--- config.mk ---
export PLATFORM = sky130hd
export DESIGN_NAME = pipeline_hazard_ctrl
export DESIGN_NICKNAME = d
export VERILOG_FILES = /design/src/rtl/pipeline_pkg.sv /design/src/rtl/fwd_select.sv /design/src/rtl/pipeline_hazard_ctrl.sv
export SDC_FILE = /design/constraint.sdc
export NUM_CORES = 1
export LEC_CHECK = 0
export ABC_AREA = 1
export CAP_MARGIN = 20
export CORE_MARGIN = 10
export CORE_UTILIZATION = 50
export CTS_CLUSTER_DIAMETER = 60
export DETAILED_ROUTE_END_ITERATION = 16
export PLACE_DENSITY = 0.88
export SLEW_MARGIN = 20
export SYNTH_ARGS = -nofsm -noshare
export SYNTH_HDL_FRONTEND = slang
export SYNTH_SLANG_ARGS = --single-unit
--- constraint.sdc ---
create_clock -name i_clk -period 2.5 [get_ports i_clk]
set_clock_uncertainty 0.05 [all_clocks]
set_input_delay 0.25 -clock i_clk [delete_from_list [all_inputs] [get_ports i_clk]]
set_output_delay 0.25 -clock i_clk [all_outputs]
set_load 0.01 [all_outputs]
--- src/rtl/pipeline_pkg.sv ---
// Shared types and constants for the pipeline hazard/sequencing controller.
package pipeline_pkg;

    localparam int unsigned REG_ADDR_W = 5;
    localparam int unsigned FWD_W      = 2;

    typedef enum logic [1:0] {
        ST_RUN  = 2'd0,
        ST_HALT = 2'd1,
        ST_STEP = 2'd2
    } pipe_state_e;

    typedef logic [FWD_W-1:0] fwd_sel_t;

    // Encodings of the EX-stage operand mux select.
    localparam fwd_sel_t FWD_REGFILE = 2'b00;
    localparam fwd_sel_t FWD_MEM     = 2'b01;
    localparam fwd_sel_t FWD_WB      = 2'b10;

endpackage

--- src/rtl/fwd_select.sv ---
// Operand forwarding select for one ID source register; the EX producer beats the MEM producer.
module fwd_select
    import pipeline_pkg::*;
#(
    parameter int unsigned ADDR_W = REG_ADDR_W
) (
    input  logic [ADDR_W-1:0] src,
    input  logic [ADDR_W-1:0] ex_rd,
    input  logic              ex_regwrite,
    input  logic [ADDR_W-1:0] mem_rd,
    input  logic              mem_regwrite,
    output fwd_sel_t          sel_c
);

    always_comb begin
        sel_c = FWD_REGFILE;
        if (ex_regwrite && (ex_rd != '0) && (ex_rd == src)) begin
            sel_c = FWD_MEM;
        end else if (mem_regwrite && (mem_rd != '0) && (mem_rd == src)) begin
            sel_c = FWD_WB;
        end
    end

endmodule

--- src/rtl/pipeline_hazard_ctrl.sv ---
// Hazard and sequencing controller: forwarding selects, stall/flush strobes, debug halt/step
// sequencing of the global pipeline enable, and a saturating hazard-cycle counter.
module pipeline_hazard_ctrl #(
    parameter int unsigned REG_ADDR_W   = pipeline_pkg::REG_ADDR_W,
    parameter int unsigned CNT_W        = 16,
    parameter bit          START_HALTED = 1'b1
) (
    input  logic                  i_clk,
    input  logic                  i_reset_n,
    input  logic [REG_ADDR_W-1:0] i_id_rs,
    input  logic [REG_ADDR_W-1:0] i_id_rt,
    input  logic [REG_ADDR_W-1:0] i_ex_rd,
    input  logic                  i_ex_regwrite,
    input  logic                  i_ex_memread,
    input  logic [REG_ADDR_W-1:0] i_mem_rd,
    input  logic                  i_mem_regwrite,
    input  logic                  i_branch_taken,
    input  logic                  i_dbg_halt_req,
    input  logic                  i_dbg_step,
    input  logic                  i_dbg_cnt_clr,
    output logic [1:0]            o_fwd_a_sel,
    output logic [1:0]            o_fwd_b_sel,
    output logic                  o_pipe_en,
    output logic                  o_pc_write,
    output logic                  o_ifid_write,
    output logic                  o_idex_bubble,
    output logic                  o_ifid_flush,
    output logic                  o_halted,
    output logic [CNT_W-1:0]      o_hazard_cnt
);

    import pipeline_pkg::*;

    localparam pipe_state_e       RESET_STATE = START_HALTED ? ST_HALT : ST_RUN;
    localparam logic [CNT_W-1:0]  CNT_MAX     = '1;

    pipe_state_e      state_q, state_d;
    fwd_sel_t         fwd_a_q, fwd_b_q;
    fwd_sel_t         fwd_a_c, fwd_b_c;
    logic [CNT_W-1:0] cnt_q;
    logic             pipe_en_c;
    logic             load_use_c;
    logic             pc_write_c, ifid_write_c, bubble_c, flush_c;

    assign pipe_en_c  = (state_q != ST_HALT);
    assign load_use_c = i_ex_memread && (i_ex_rd != '0) &&
                        ((i_ex_rd == i_id_rs) || (i_ex_rd == i_id_rt));

    // Debug sequencing: STEP is a single enabled cycle taken only from HALT.
    always_comb begin
        state_d = state_q;
        unique case (state_q)
            ST_RUN:  if (i_dbg_halt_req) state_d = ST_HALT;
            ST_HALT: begin
                if (i_dbg_step)          state_d = ST_STEP;
                else if (!i_dbg_halt_req) state_d = ST_RUN;
            end
            ST_STEP: state_d = i_dbg_halt_req ? ST_HALT : ST_RUN;
            default: state_d = RESET_STATE;
        endcase
    end

    always_ff @(posedge i_clk or negedge i_reset_n) begin
        if (!i_reset_n) state_q <= RESET_STATE;
        else            state_q <= state_d;
    end

    // A taken branch flushes younger work, so it overrides a load-use stall.
    always_comb begin
        pc_write_c   = 1'b0;
        ifid_write_c = 1'b0;
        bubble_c     = 1'b0;
        flush_c      = 1'b0;
        if (pipe_en_c) begin
            if (i_branch_taken) begin
                pc_write_c   = 1'b1;
                ifid_write_c = 1'b1;
                bubble_c     = 1'b1;
                flush_c      = 1'b1;
            end else if (load_use_c) begin
                bubble_c     = 1'b1;
            end else begin
                pc_write_c   = 1'b1;
                ifid_write_c = 1'b1;
            end
        end
    end

    fwd_select #(.ADDR_W(REG_ADDR_W)) u_fwd_a (
        .src          (i_id_rs),
        .ex_rd        (i_ex_rd),
        .ex_regwrite  (i_ex_regwrite),
        .mem_rd       (i_mem_rd),
        .mem_regwrite (i_mem_regwrite),
        .sel_c        (fwd_a_c)
    );

    fwd_select #(.ADDR_W(REG_ADDR_W)) u_fwd_b (
        .src          (i_id_rt),
        .ex_rd        (i_ex_rd),
        .ex_regwrite  (i_ex_regwrite),
        .mem_rd       (i_mem_rd),
        .mem_regwrite (i_mem_regwrite),
        .sel_c        (fwd_b_c)
    );

    // Selects advance with the ID/EX register; a bubbled or flushed slot reads the regfile.
    always_ff @(posedge i_clk or negedge i_reset_n) begin
        if (!i_reset_n) begin
            fwd_a_q <= FWD_REGFILE;
            fwd_b_q <= FWD_REGFILE;
        end else if (pipe_en_c) begin
            fwd_a_q <= (bubble_c || flush_c) ? FWD_REGFILE : fwd_a_c;
            fwd_b_q <= (bubble_c || flush_c) ? FWD_REGFILE : fwd_b_c;
        end
    end

    always_ff @(posedge i_clk or negedge i_reset_n) begin
        if (!i_reset_n) begin
            cnt_q <= '0;
        end else if (i_dbg_cnt_clr) begin
            cnt_q <= '0;
        end else if (pipe_en_c && bubble_c && (cnt_q != CNT_MAX)) begin
            cnt_q <= cnt_q + CNT_W'(1);
        end
    end

    assign o_fwd_a_sel   = fwd_a_q;
    assign o_fwd_b_sel   = fwd_b_q;
    assign o_pipe_en     = pipe_en_c;
    assign o_halted      = (state_q == ST_HALT);
    assign o_pc_write    = pc_write_c;
    assign o_ifid_write  = ifid_write_c;
    assign o_idex_bubble = bubble_c;
    assign o_ifid_flush  = flush_c;
    assign o_hazard_cnt  = cnt_q;

endmodule

==> results of run 1 <==
[cell usage after synthesis, drive strengths merged]
cell type	instances	share of area
nand3	29	0.097
or2	3	0.011
dfrtp	21	0.30
xnor2	5	0.025
o21ai	5	0.014
nor3	4	0.012
nand4	23	0.092
inv	39	0.085
nand2	74	0.17
nor4	1	0.0036
buf	7	0.025
clkbuf	1	0.0022
nor2	22	0.058
a21oi	2	0.0058
xor2	15	0.076
ha	1	0.0072
dfstp	1	0.015
[final timing paths]
path | slack [ns] | depth (start not counted) | from | endpoint
worst min-delay path | 0.20 | 2 | i_reset_n | state_q[1]
max in group asynchronous | 1.92 | 2 | i_reset_n | state_q[0]
worst min register to register | 0.46 | 2 | o_fwd_b_sel[1] | o_fwd_b_sel[1]
worst max-delay path | 0.16 | 6 | state_q[0] | o_ifid_write
worst max register to register | 0.47 | 9 | o_hazard_cnt[0] | o_hazard_cnt[1]
min in group i_clk | 0.39 | 3 | i_dbg_step | state_q[1]
[kinds of logic (layout without fill, tap and decap cells)]
family                     after synthesis  after routing  share of synthesized area
adders and majority gates                1              1                    0.00722
AOI/OAI and AO/OA                        7              7                     0.0202
xor gates and xnor gates                20             20                      0.101
buffers and inverters                   47            100                      0.111
and+or+nand+nor                        156            156                      0.441
DFF                                     22             22                      0.319
[flip-flops by register name, indices dropped and copies added (netlist names)]
| name | flops |
|---|---|
| o_fwd_a_sel | 2 |
| o_fwd_b_sel | 2 |
| o_hazard_cnt | 16 |
| state_q | 2 |
[layout make-up]
type / count / area [um^2]
inverters: 39 / 146
repair buffers: 57 / 563
clock inverters: 1 / 30.0
fillers: 284 / 978
multi-input cells: 184 / 987
flip-flops and latches: 22 / 552
clock buffers: 3 / 22.5
well taps: 46 / 57.6
[where the power goes]
part           switching [uW]  leakage, uW  internal (uW)
registers                7.25     0.000302            364
clock network             116    0.0000279            162
logic                     112     0.000867            101
[routing by layer]
| metal | track usage | vias to the layer above | part of all wire |
|---|---|---|---|
| met5 | 0 | - | 0 |
| met4 | 0.0609 | 0 | 0.021 |
| met3 | 0.0372 | 6 | 0.089 |
| met2 | 0.280 | 73 | 0.52 |
| met1 | 0.154 | 813 | 0.37 |
| li1 | - | 917 | - |
[per-stage QoR]
step / instance area (um^2) / total power (uW)
finish: 2360 / 863
global placement: 2310 / 588
floorplan: 1730 / 481
CTS: 2360 / 870
detailed placement: 2310 / 592
global route: 2360 / 898
==> key figures, run 1 <==
Route
  • # DRC: 0
  • Via count: roughly 1800
  • First DRT Iteration DRCs: 182
  • DR pass1 iterations: 4
  • Detailed-route vias per instance: 5.14
  • Overall routed net length: ~4700 um
  • Number of nets still failing antenna checks after routing: 0
  • Post-detailed-route wirelength per cell: 13.2 um

Synthesis
  • Syn Inst Count: 253
  • Syn_nets: ~280
  • Synth Register Bits: 22
  • Sequential area share after synthesis: 0.319
  • Ys Warns: 0
  • Syn_area_per_cell: between 6 and 7 um^2
  • Cell variety after synth: 27
  • Synthesized area: roughly 1700 um^2

Layout
  • Commonest non-fill, non-tap cell in the layout: nand2_1
  • Post-Layout Cell Count: 352
  • Synthesis-to-layout area growth: 36.2%
  • Nets@finish: between 300 and 400
  • Share of cells above drive strength 1: 0.0686
  • N_diodes: 0
  • Commonest non-fill, non-tap cells in the layout: nand2_1, clkdlybuf4s50_1, inv_1, nand3_1, nand4_1
  • Final Util: 0.707

Global routing
  • Initial antenna violation count: 0
  • Gr usage total: 0.149
  • Vias in the first global route: approximately 1700
  • First-pass GRT wire length: 7910 um
  • Grt total ovfl: 0
  • Largest net degree at the start of global routing: 33

Clock tree
  • CTS Buf Count: 3
  • Worst-path clk slew: ~0.13 ns
  • CTS sink count: 22
  • H-tree lvl count: 1
  • Clock root cell: clkbuf_4
  • Worst skew pair latency: between 0.3 and 0.4 ns
  • CTS tree: done
  • PostCTS Resize Cnt: 0
  • Bufs on Longest Clock Path: 2
  • Total setup buffers inserted after CTS: 0
  • Hold_buf cts: 0

STA
  • Setup WS post-layout: 0.160 ns
  • Peak Freq: about 430 MHz
  • Worst-Margin Slew: about 0.33 ns
  • RSZ-0062 raised after global routing: false
  • Crit path time final: about 2.3 ns
  • Worst slew margin: 0.778
  • Final hold vios: 0
  • Fin Setup TNS: 0 ns
  • Tcrit/Tclk final: 0.936
  • Hold slack: 0.204 ns
  • Slew Viols, Final: 0
  • Final setup vio count: 0

Flow run
  • Max-cap violations: 0

Placement
  • Port Buffers: 54
  • Placer Congestion: 0.913
  • HPWL after DPL: between 3000 and 4000 um
  • Cell Count Post-Placement: about 350
  • Pre-CTS setup slack: ~0.18 ns

Critical path
  • Crit-path cells: inv_1 > nor2_2 > inv_1 > nand2_1 > nand2_1 > clkdlybuf4s50_1
  • Worst path max stage delay: ~0.55 ns
  • Crit Path Class: reg2out
  • Critical Path Sink Type: output pin
  • Worst-path fanout max: 7
  • Slowest cell on the critical path: dfstp_2
  • CP Data Required Time: 2.20 ns
  • Worst path top cell family by delay: buffers and inverters
  • CP bufs+invs: 3
  • Arrival time worst endpoint: between 2 and 2.5 ns
  • Setup crit start kind: register

Floorplanning
  • Die Ht: roughly 79 um
  • I/O Pins: 55
  • Core footprint: around 3300 um^2
  • Die area: between 6000 and 7000 um^2
  • Standard-cell rows: 21
  • Starting Density: 0.519
  • Die Wd: just under 80 um

Power and ir drop
  • P_leak: about 0.0012 uW
  • Peak supply drop: 205 uV
  • Pwr dens: ~370 nW/um^2

Run status
  • Status: finished clean

Hold path
  • Worst Hold Class: in2async
No activity file was read; power rests on OpenSTA's default activity.
==> run 2, diff against run 1 <==
--- a/config.mk
+++ b/config.mk
@@ -11,6 +11,7 @@
 export CORE_UTILIZATION = 50
 export CTS_CLUSTER_DIAMETER = 60
 export DETAILED_ROUTE_END_ITERATION = 16
+export GPL_TIMING_DRIVEN = 0
 export PLACE_DENSITY = 0.88
 export SLEW_MARGIN = 20
 export SYNTH_ARGS = -nofsm -noshare
==> run 2 against run 1 <==
Against the previous run:
- final area is 3.2% higher
- fmax is 3.2% higher
- setup slack better by 0.072 ns
- cell count is 2.0% higher
- die area stayed put
- first-iteration DRC count is 8.2% higher
- worst hold slack better by 0.10 ns
- critical endpoint unchanged
- largest power group unchanged
- highest routed layer unchanged
==> key figures, run 2 (same netlist as run 1, synthesis figures left out) <==
STA
  • Worst-Margin Slew: roughly 0.96 ns
  • Tcrit/Tclk final: 0.907
  • RSZ-0062 raised after global routing: false
  • Fin Setup TNS: 0 ns
  • Crit path time final: 2.27 ns
  • Hold slack: around 0.3 ns
  • Slew Viols, Final: 0
  • Worst slew margin: 0.361
  • Final hold vios: 0
  • Setup WS post-layout: 0.233 ns
  • Final setup vio count: 0
  • Peak Freq: around 440 MHz

Layout
  • Synthesis-to-layout area growth: 40.5%
  • Fillers: around 250
  • Number of flip-flops in the largest register: 16
  • Post-Layout Cell Count: 359
  • Nets@finish: 344
  • Share of cells above drive strength 1: 0.0895
  • Commonest non-fill, non-tap cell in the layout: nand2_1
  • Commonest non-fill, non-tap cells in the layout: nand2_1, clkdlybuf4s50_1, inv_1, nand3_1, nand4_1
  • N_diodes: 0

Clock tree
  • Worst skew pair latency: around 0.32 ns
  • CTS tree: done
  • H-tree lvl count: 1
  • Hold_buf cts: 0
  • CTS Buf Count: 3
  • CTS sink count: 22
  • Worst-path clk slew: between 0.1 and 0.15 ns
  • Bufs on Longest Clock Path: 2
  • Clock root cell: clkbuf_4

Power and ir drop
  • Peak supply drop: about 210 uV
  • Pwr dens: 364 nW/um^2
  • Sw Ratio: 0.281
  • Final Power: a little under 900 uW
  • Clk pwr share: 0.319
  • Int Pwr: approximately 640 uW
  • Sequential share of power: 0.420
  • Sw Pwr: 249 uW
  • P_leak: around 0.0013 uW
  • Combinational power share: 0.261

Critical path
  • Arrival time worst endpoint: between 1.5 and 2 ns
  • Most common cell on crit path: nand2_1
  • Crit-path cells: clkdlybuf4s50_1 > inv_1 > nand2_1 > nand2_1 > nor2_1 > nand3_1 > nand2_1 > nand2_1 > nand2_1 > nand2_1 > clkdlybuf4s50_1
  • Critical Path Sink Type: output pin
  • Slowest cell on the critical path: clkdlybuf4s50_1
  • Worst path max stage delay: ~0.53 ns
  • CP Data Required Time: 2.20 ns
  • Worst-path fanout max: 3
  • Crit Path Class: in2out
  • Setup crit start kind: input port

Route
  • Post-detailed-route wirelength per cell: ~15 um
  • # DRC: 0
  • Detailed-route vias per instance: 5.37
  • Via count: ~1900
  • Number of nets still failing antenna checks after routing: 0
  • First DRT Iteration DRCs: 197
  • Overall routed net length: roughly 5200 um
  • DR pass1 iterations: 5

Floorplanning
  • I/O Pins: 55
  • Die area: slightly above 6000 um^2
  • Starting Density: 0.519
  • Standard-cell rows: 21
  • Core footprint: 3340 um^2
  • Die Wd: between 70 and 80 um
  • Die Ht: 78.9 um

Placement
  • Cell Count Post-Placement: around 350
  • HPWL after DPL: between 3000 and 4000 um
  • Pre-CTS setup slack: -0.169 ns
  • Port Buffers: 54
  • Placer Congestion: approximately 0.86

Global routing
  • Vias in the first global route: 1872
  • Initial antenna violation count: 0
  • Largest net degree at the start of global routing: 23
  • Gr usage total: 0.161
  • Grt total ovfl: 0
  • First-pass GRT wire length: between 8000 and 9000 um

Hold path
  • Worst Hold Class: in2reg

Flow run
  • Max-cap violations: 0

Run status
  • Status: finished clean
-- run 2: what timing repair did --
action                     CTS  global route
buffers inserted             0             3
resized for setup            0             9
hold endpoints to repair     0             0
pin swaps                    0             1
setup endpoints to repair    1             3
-- run 2: power by group through the flow --
stage / clock, uW / combinational, uW / sequential, uW
detailed placement: 0 / 221 / 378
finish: 282 / 231 / 372
global route: 303 / 253 / 373
floorplan: 0 / 102 / 379
CTS: 282 / 220 / 371
global placement: 0 / 216 / 378
-- run 2: path summary, 6_finish.rpt --
kind	end	slack, ns	cells past startpoint	from
max	o_ifid_write	0.23	11	i_id_rt[1]
min reg2reg	o_fwd_a_sel[0]	0.46	2	o_fwd_a_sel[0]
max reg2reg	o_hazard_cnt[5]	0.52	10	o_hazard_cnt[0]
max in group asynchronous	o_hazard_cnt[15]	1.43	1	i_reset_n
min	o_fwd_b_sel[1]	0.30	4	i_id_rt[0]
min in group asynchronous	o_hazard_cnt[6]	0.39	1	i_reset_n
-- run 2: final cells by class --
| type | count | area, um^2 | area share |
|---|---|---|---|
| Clock inverter | 1 | 30.0 | 0.0123 |
| Multi-Input combinational cell | 184 | 1010 | 0.414 |
| Tap cell | 46 | 57.6 | 0.0237 |
| Inverter | 39 | 146 | 0.0602 |
| Buffer | 7 | 41.3 | 0.0170 |
| Clock buffer | 3 | 22.5 | 0.00925 |
| Timing Repair Buffer | 57 | 576 | 0.237 |
| Sequential cell | 22 | 552 | 0.227 |
-- run 2: layer usage --
layer	track usage	vias to the layer above	wire length (um)	share of wire
li1	-	932	-	-
met1	0.170	908	2070	0.40
met2	0.298	76	2640	0.51
met3	0.0484	13	379	0.073
met4	0.0502	0	121	0.023
met5	0	-	0	0
-- run 2: worst max-delay path: cells and delay by family --
| family | cells | cell delay (ns) |
|---|---|---|
| buffers and inverters | 3 | 1.09 |
| and+or+nand+nor | 8 | 0.63 |
-- run 2: metrics by stage --
stage           util  instance area (um^2)
6_report       0.729                  2430
5_1_grt        0.729                  2430
4_1_cts        0.712                  2380
3_5_place_dp   0.698                  2330
3_3_place_gp   0.698                  2330
2_1_floorplan      -                  1730
